## src/rtl/load_store_unit.sv

```systemverilog
// ---------------------------------------------------------------------------
// load_store_unit
//   Memory-access initiator between the execute stage and a word-addressed
//   data memory. It takes one RV32I load or store per valid/ready handshake.
//   Sub-word stores are done as read-modify-write. Illegal, misaligned and
//   out-of-range requests are rejected without issuing any memory strobe.
//
// Ports
//   clk, reset                   clock, synchronous active-high reset
//   req_valid / req_ready        request handshake
//   req_is_store, req_funct3     operation (funct3 gives the RV32I width/sign)
//   req_addr, req_wdata          byte address and store data
//   resp_valid                   one-cycle completion pulse
//   resp_rdata, resp_err         extended load data and reject flag
//   MemRead, MemWrite            memory strobes (mutually exclusive)
//   read_address                 word-aligned address of the access
//   Write_data                   full word to write
//   MemData_out                  combinational memory read data
// ---------------------------------------------------------------------------
module load_store_unit #(
    parameter int DEPTH_WORDS = 64
) (
    input  logic        clk,
    input  logic        reset,
    input  logic        req_valid,
    output logic        req_ready,
    input  logic        req_is_store,
    input  logic [2:0]  req_funct3,
    input  logic [31:0] req_addr,
    input  logic [31:0] req_wdata,
    output logic        resp_valid,
    output logic [31:0] resp_rdata,
    output logic        resp_err,
    output logic        MemRead,
    output logic        MemWrite,
    output logic [31:0] read_address,
    output logic [31:0] Write_data,
    input  logic [31:0] MemData_out
);

    localparam logic [31:0] ADDR_LIMIT = 32'(4 * DEPTH_WORDS);

    typedef enum logic [2:0] {
        S_IDLE, S_LOAD, S_ST_WORD, S_RMW_RD, S_RMW_WR, S_RESP
    } state_t;

    state_t      r_state;
    state_t      w_state_next;
    logic [2:0]  r_funct3;
    logic [31:0] r_addr;
    logic [31:0] r_wdata;
    logic [31:0] r_merge;
    logic [31:0] r_rdata;
    logic        r_err;

    logic        w_illegal;
    logic        w_misalign;
    logic        w_out_of_range;
    logic        w_err;
    logic [31:0] w_lane;
    logic [31:0] w_load_ext;
    logic [31:0] w_merged;

    // Request validation, evaluated on the live request inputs in IDLE.
    assign w_illegal      = (req_funct3 == 3'b011) || (req_funct3[2:1] == 2'b11)
                          || (req_is_store && req_funct3[2]);
    assign w_misalign     = ((req_funct3[1:0] == 2'b01) && req_addr[0])
                          || ((req_funct3[1:0] == 2'b10) && (req_addr[1:0] != 2'b00));
    assign w_out_of_range = (req_addr >= ADDR_LIMIT);
    assign w_err          = w_illegal || w_misalign || w_out_of_range;

    // Bring the addressed byte/halfword down to bit 0, then extend it.
    assign w_lane = MemData_out >> {r_addr[1:0], 3'b000};

    always_comb begin
        w_load_ext = w_lane;
        case (r_funct3)
            3'b000:  w_load_ext = {{24{w_lane[7]}}, w_lane[7:0]};
            3'b001:  w_load_ext = {{16{w_lane[15]}}, w_lane[15:0]};
            3'b100:  w_load_ext = {24'h0, w_lane[7:0]};
            3'b101:  w_load_ext = {16'h0, w_lane[15:0]};
            default: w_load_ext = w_lane;
        endcase
    end

    // Read-modify-write merge: each byte lane takes store data when it is
    // covered by the SB byte or the SH halfword, otherwise keeps the old word.
    // For SH the upper lane of the halfword takes wdata[15:8].
    generate
        for (genvar gi = 0; gi < 4; gi++) begin : g_lane
            localparam logic [1:0] LANE = 2'(gi);
            logic w_hit;
            assign w_hit = r_funct3[0] ? (r_addr[1] == LANE[1])
                                       : (r_addr[1:0] == LANE);
            assign w_merged[8*gi +: 8] = !w_hit ? r_merge[8*gi +: 8]
                                       : ((r_funct3[0] && LANE[0]) ? r_wdata[15:8]
                                                                   : r_wdata[7:0]);
        end
    endgenerate

    // State and datapath registers.
    always_ff @(posedge clk) begin
        if (reset) begin
            r_state  <= S_IDLE;
            r_funct3 <= 3'b000;
            r_addr   <= 32'h0;
            r_wdata  <= 32'h0;
            r_merge  <= 32'h0;
            r_rdata  <= 32'h0;
            r_err    <= 1'b0;
        end else begin
            r_state <= w_state_next;
            case (r_state)
                S_IDLE: begin
                    if (req_valid) begin
                        r_funct3 <= req_funct3;
                        r_addr   <= req_addr;
                        r_wdata  <= req_wdata;
                        r_err    <= w_err;
                        r_rdata  <= 32'h0;
                    end
                end
                S_LOAD:   r_rdata <= w_load_ext;
                S_RMW_RD: r_merge <= MemData_out;
                default: ;
            endcase
        end
    end

    // Next-state logic.
    always_comb begin
        w_state_next = r_state;
        case (r_state)
            S_IDLE: begin
                if (req_valid) begin
                    if (w_err)
                        w_state_next = S_RESP;
                    else if (!req_is_store)
                        w_state_next = S_LOAD;
                    else if (req_funct3[1])
                        w_state_next = S_ST_WORD;
                    else
                        w_state_next = S_RMW_RD;
                end
            end
            S_LOAD, S_ST_WORD, S_RMW_WR: w_state_next = S_RESP;
            S_RMW_RD:                    w_state_next = S_RMW_WR;
            default:                     w_state_next = S_IDLE;
        endcase
    end

    // Outputs decoded from state.
    always_comb begin
        req_ready    = (r_state == S_IDLE) && !reset;
        resp_valid   = (r_state == S_RESP);
        resp_rdata   = (r_state == S_RESP) ? r_rdata : 32'h0;
        resp_err     = (r_state == S_RESP) && r_err;
        MemRead      = (r_state == S_LOAD) || (r_state == S_RMW_RD);
        MemWrite     = (r_state == S_ST_WORD) || (r_state == S_RMW_WR);
        read_address = (r_state == S_IDLE) ? 32'h0 : {r_addr[31:2], 2'b00};
        Write_data   = 32'h0;
        if (r_state == S_ST_WORD)
            Write_data = r_wdata;
        else if (r_state == S_RMW_WR)
            Write_data = w_merged;
    end

endmodule

```

## config.mk

```make
export PLATFORM = sky130hd
export DESIGN_NAME = load_store_unit
export DESIGN_NICKNAME = d
export VERILOG_FILES = /design/src/rtl/load_store_unit.sv
export SDC_FILE = /design/constraint.sdc
export NUM_CORES = 1
export LEC_CHECK = 0
export BUFFER_PORTS_ARGS = -buffer_cell sky130_fd_sc_hd__buf_2
export CAP_MARGIN = 20
export CORE_ASPECT_RATIO = 1.1
export CORE_MARGIN = 2
export CORE_UTILIZATION = 40
export CTS_CLUSTER_SIZE = 16
export DETAILED_ROUTE_END_ITERATION = 10
export GPL_ROUTABILITY_DRIVEN = 0
export PLACE_DENSITY = 0.68
export SLEW_MARGIN = 10
export SYNTH_ARGS = -nofsm -noshare
export SYNTH_HDL_FRONTEND = slang
export SYNTH_SLANG_ARGS = --single-unit
```

## constraint.sdc

```tcl
create_clock -name clk -period 4.5 [get_ports clk]
set_input_delay 0.45 -clock clk [delete_from_list [all_inputs] [get_ports clk]]
set_output_delay 0.45 -clock clk [all_outputs]
set_load 0.005 [all_outputs]
```

## Yosys cells after proc, flatten, opt, wreduce, memory -nomap -nowiden

Cells that the tools add are included.

| word-level totals | value |
|---|---|
| flip-flop bits (word level) | 135 |
| output and inout port bits | 101 |
| logic and storage cells | 68 |

| cells by class | value |
|---|---|
| bitwise logic cells | 1 |
| eq/ne operators | 16 |
| reduce and logical (&&, ||, !) cells | 21 |
| multiplexer cells | 21 |
| order comparisons | 1 |
| shift-type cells | 1 |

Operator list:

| cell | count |
|---|---|
| $mux 32 | 5 |
| $pmux 32 s4 | 1 |
| $pmux 32 s2 | 1 |
| $mux 8 | 5 |
| $ge 32x9->1 const B | 1 |
| $shr 32x5->32 | 1 |
| $eq 3x3->1 const B | 4 |
| $eq 3x2->1 const B | 3 |
| $pmux 3 s3 | 1 |
| $eq 2x2->1 const B | 4 |
| $logic_or 1x1->1 | 7 |
| $eq 3x1->1 const B | 2 |
| $logic_not 3->1 | 2 |
| $mux 3 | 2 |
| $logic_and 1x1->1 | 5 |
| $mux 1 | 5 |
| $eq 2x1->1 const B | 2 |
| $reduce_and 2->1 | 2 |
| $reduce_bool 2->1 | 2 |
| $reduce_or 3->1 | 1 |
| $logic_not 2->1 | 1 |
| $mux 2 | 1 |
| $ne 2x2->1 const B | 1 |
| $logic_not 1->1 | 1 |
| $not 1->1 | 1 |

## Depth between registers and ports, before layout

| logic depth | value |
|---|---|
| depth in word-level cells | 8 |
| gate-level depth with buffers | 7 |
| mapped depth without buffers | 4 |

## Worst setup path before layout

OpenSTA, ideal clock, no wires.

| timing path | value |
|---|---|
| kind | reg2out |
| start point | register r_addr[0] |
| end point | output port Write_data[10] |
| arrival time | 1419 ps |
| path slack | 2631 ps |
| cell stages (with the launch flop) | 6 |
| cell sequence | dfxtp_1 buf_2 o21bai_1 clkbuf_1 a21oi_1 o21ai_0 |

| on the way | value |
|---|---|
| longest elaborated chain between the ends | 5 |

RTL lines:

| what | RTL line | text |
|---|---|---|
| from (decl) | 50 | `logic [31:0] r_addr;` |
| from (signal assigned) | 117 | `r_addr <= req_addr;` |
| $eq 2x1->1 | 94 | `: (r_addr[1:0] == LANE);` |
| $mux 1 | 93 | `assign w_hit = r_funct3[0] ? (r_addr[1] == LANE[1])` |
| $mux 8 | 95 | `assign w_merged[8*gi +: 8] = !w_hit ? r_merge[8*gi +: 8]` |
| $mux 32 | 164 | `else if (r_state == S_RMW_WR)` |
| $mux 32 | 162 | `if (r_state == S_ST_WORD)` |
| to (decl) | 37 | `output logic [31:0] Write_data,` |

Every way passes these cells.

## Worst setup path in the final report

| timing path | value |
|---|---|
| start point | register r_state[1] |
| end point | output port Write_data[4] |

| on the way | value |
|---|---|
| longest elaborated chain between the ends | 3 |
| elaborated cells between the ends (all ways) | 4 |
| those cells by class | eq/ne: 2; mux: 2 |

RTL lines:

| what | RTL line | text |
|---|---|---|
| from (decl) | 47 | `state_t r_state;` |
| from (signal assigned) | 112 | `r_state <= w_state_next;` |
| $eq 3x3->1 | 164 |  |
| $mux 32 | 164 |  |
| $mux 32 * | 162 |  |

Mark *: on every way between the ends. The rest lies on a longest branch, timed or not.

==> flow_summary.json <==
{
  "via_per_inst": 5.32,
  "drt_pass1_iterations": 5,
  "clkSinkCount": 135,
  "synth_edf_count": 0,
  "drv_cap": 0,
  "synth-main-ff-cell": "dfxtp_1",
  "first_global_vias": 6003,
  "hold_path_depth": 3,
  "htreeDepth": 4,
  "port_buffers": 201,
  "drt_wl_total_um": 21000,
  "ys_top_cells_by_area": "dfxtp_1, nand2_1, a21oi_1",
  "ys_seq_area_share_pct": 41.5,
  "grt_overflow_total": 0,
  "fp.dieArea_mm2": 0.0173,
  "grt_use_total_pct": 23.5,
  "worstReg2RegEnd": "r_wdata[1]$_SDFFE_PP0P_",
  "clk_pin_slew_ns": 0.06,
  "power_density_mw_per_mm2": 463,
  "r2r_cells": 6,
  "synth_cells": 849,
  "total_power_mw": 3.78,
  "synth_commonest_cells": "nand2_1, a21oi_1, dfxtp_1",
  "synth_cell_type_count": 46,
  "cp.required_ns": 4.05,
  "placed_area_mm2": 0.00749,
  "antenna_found_initial": 0,
  "peakVddDrop_v": 0.000266,
  "pin_count": 204,
  "min_to": "r_wdata[3]$_SDFFE_PP0P_",
  "core-area_mm2": 0.0158,
  "crit_chain": "nor2_1 -> nand2_1 -> o31ai_2 -> a22o_1 -> buf_2",
  "slew_headroom_pct": 27.8,
  "timing.final.crit_share_pct": 71.0,
  "critPathMaxFanout": 27,
  "filler_cell_count": 1573,
  "crit_type": "reg2out",
  "hold_buffers": 0,
  "period_needed_ns": 3.19,
  "root_buffer": "clkbuf_16",
  "critPathCaptureType": "output port",
  "netlist_area_mm2": 0.00651,
  "status": "complete, no violations",
  "dr.first_iter.drc_count": 422,
  "wl_met3_um": 1580,
  "met2WireLength_um": 10200,
  "dpl.cell_count": 1186,
  "tns_ns": 0,
  "r2r_setup_slack_ns": 2.02,
  "post-cts-setup-buffers": 0,
  "rsz0062_at_grt": "false",
  "grt_first_pass_wirelength_um": 31600,
  "grt_max_degree": 68,
  "fin_cells": 1220,
  "rows": 48,
  "dieHeight_um": 138,
  "cts_made_buffers": 17,
  "clockBufferDepth": 2,
  "drive_gt1_share_pct": 25.9,
  "hold_viol": 0,
  "async_flop_share_pct": 0,
  "holdCritPathClass": "in2reg",
  "fmax_ghz": 0.313,
  "ant_nets": 0,
  "hold-worst-slack_ns": 0.263,
  "initial_core_util_pct": 41.2,
  "tightest_slew_ns": 1.08,
  "nets": 1110,
  "post_cts_resized": 0,
  "num_antenna_cells": 0,
  "drc": 0,
  "final_cell_area_mm2": 0.00817,
  "synthToLayoutAreaGrowth_pct": 25.5,
  "ys_ff_latch": 135,
  "cp_slowest_cell": "o31ai_2",
  "yosysTopAreaCellShare_pct": 41.5,
  "synth_top_cell_by_area": "dfxtp_1",
  "dpl.hpwl_um": 15200,
  "hold_path.startpoint": "req_wdata[3]",
  "cpPeakStageDelay_ns": 0.90,
  "cp_data_arrival_time_ns": 2.74,
  "slew_viol_final": 0,
  "vias": 6487,
  "maxUsedRoutingLayer": "met4",
  "fp.dieW_um": 126,
  "yosysMostFrequentCell": "nand2_1",
  "wl_met1_um": 8600,
  "cts_tree": "yes",
  "clk_latency_ns": 0.43,
  "r2r-start": "r_state[2]$_SDFFE_PP0P_",
  "finalSetupViolations": 0,
  "worstSetupStartpointType": "register",
  "wl_per_cell_um": 17.2,
  "skew_ns": 0.00932,
  "p_leak_nw": 3.41,
  "syn_avg_cell_area_um2": 7.67,
  "yosys_warnings": 0
}
-- how the worst max path moves through the flow --
stage	start	end	slack (ns)
after floorplan	r_addr[0]$_SDFFE_PP0P_	Write_data[10]	2.63
after global placement	r_funct3[0]$_SDFFE_PP0P_	Write_data[31]	1.83
after detailed placement	r_state[1]$_SDFFE_PP0P_	Write_data[4]	1.78
after CTS	r_state[1]$_SDFFE_PP0P_	Write_data[4]	1.33
after global routing	r_funct3[0]$_SDFFE_PP0P_	Write_data[30]	1.16
final	r_state[1]$_SDFFE_PP0P_	Write_data[4]	1.31
-- cell type report --
class | count | area, µm² | area share (%)
Multi-Input combinational cell | 641 | 3470 | 42.4
Clock buffer | 18 | 429 | 5.25
Clock inverter | 14 | 230 | 2.82
Timing Repair Buffer | 210 | 1080 | 13.3
Inverter | 2 | 7.51 | 0.0919
Tap cell | 200 | 250 | 3.06
Sequential cell | 135 | 2700 | 33.1
-- metrics by stage --
stage,setup WS (ns),utilization (%)
floorplan,2.63,-
global placement,1.83,47.4
detailed placement,1.78,47.4
CTS,1.33,51.6
global route,1.16,51.7
finish,1.31,51.7
-- routing by layer --
metal	vias up	track usage, %
met3	54	6.17
met2	266	40.2
li1	3197	-
met4	0	10.3
met1	2970	28.0
met5	-	0
-- logic make-up (layout without fill, tap and decap cells) --
group	Yosys count	count (layout)	synth area share (%)
simple gates	387	387	26.9
mux	42	42	7.00
other cells	1	2	0.0576
flops	135	135	41.5
compound gates	210	210	19.1
buf+inv	74	244	5.34
-- worst max-delay path: cells and delay by family (launching register included) --
kind	cells	cell delay (ns)
flip-flops	1	0.42
AND/OR/NAND/NOR	2	0.61
buffers and inverters	1	0.11
AO/OA/AOI/OAI	2	1.17
-- report_power, final --
group | switching [mW] | internal [mW] | leakage (nW)
Combinational | 0.482 | 0.288 | 1.99
Clock | 0.536 | 1.03 | 0.323
Sequential | 0.106 | 1.33 | 1.10
-- sequential cells by signal, summed over array words and instances, names as in the netlist --
signal,flops
r_addr,32
r_merge,32
r_rdata,32
r_wdata,32
r_funct3,3
r_state,3
r_err,1
-- cells in the final DEF (no fill, tap or decap), drive strengths merged, types with 2 or more instances in the layout --
master and count:
o21ai 28, mux2 8, a21oi 140, o2bb2ai 8, dfxtp 135, clkbuf 18, nand3 16, nor2 23
and2 37, bufinv 6, nand4 2, a22o 8, conb 2, or2 2, nand2 246, nor2b 33
nor3 13, nor4 8, mux2i 32, and4b 2, clkinv 8, mux4 2, buf 210, a221o 16
Power figures use the tool's default switching activity.
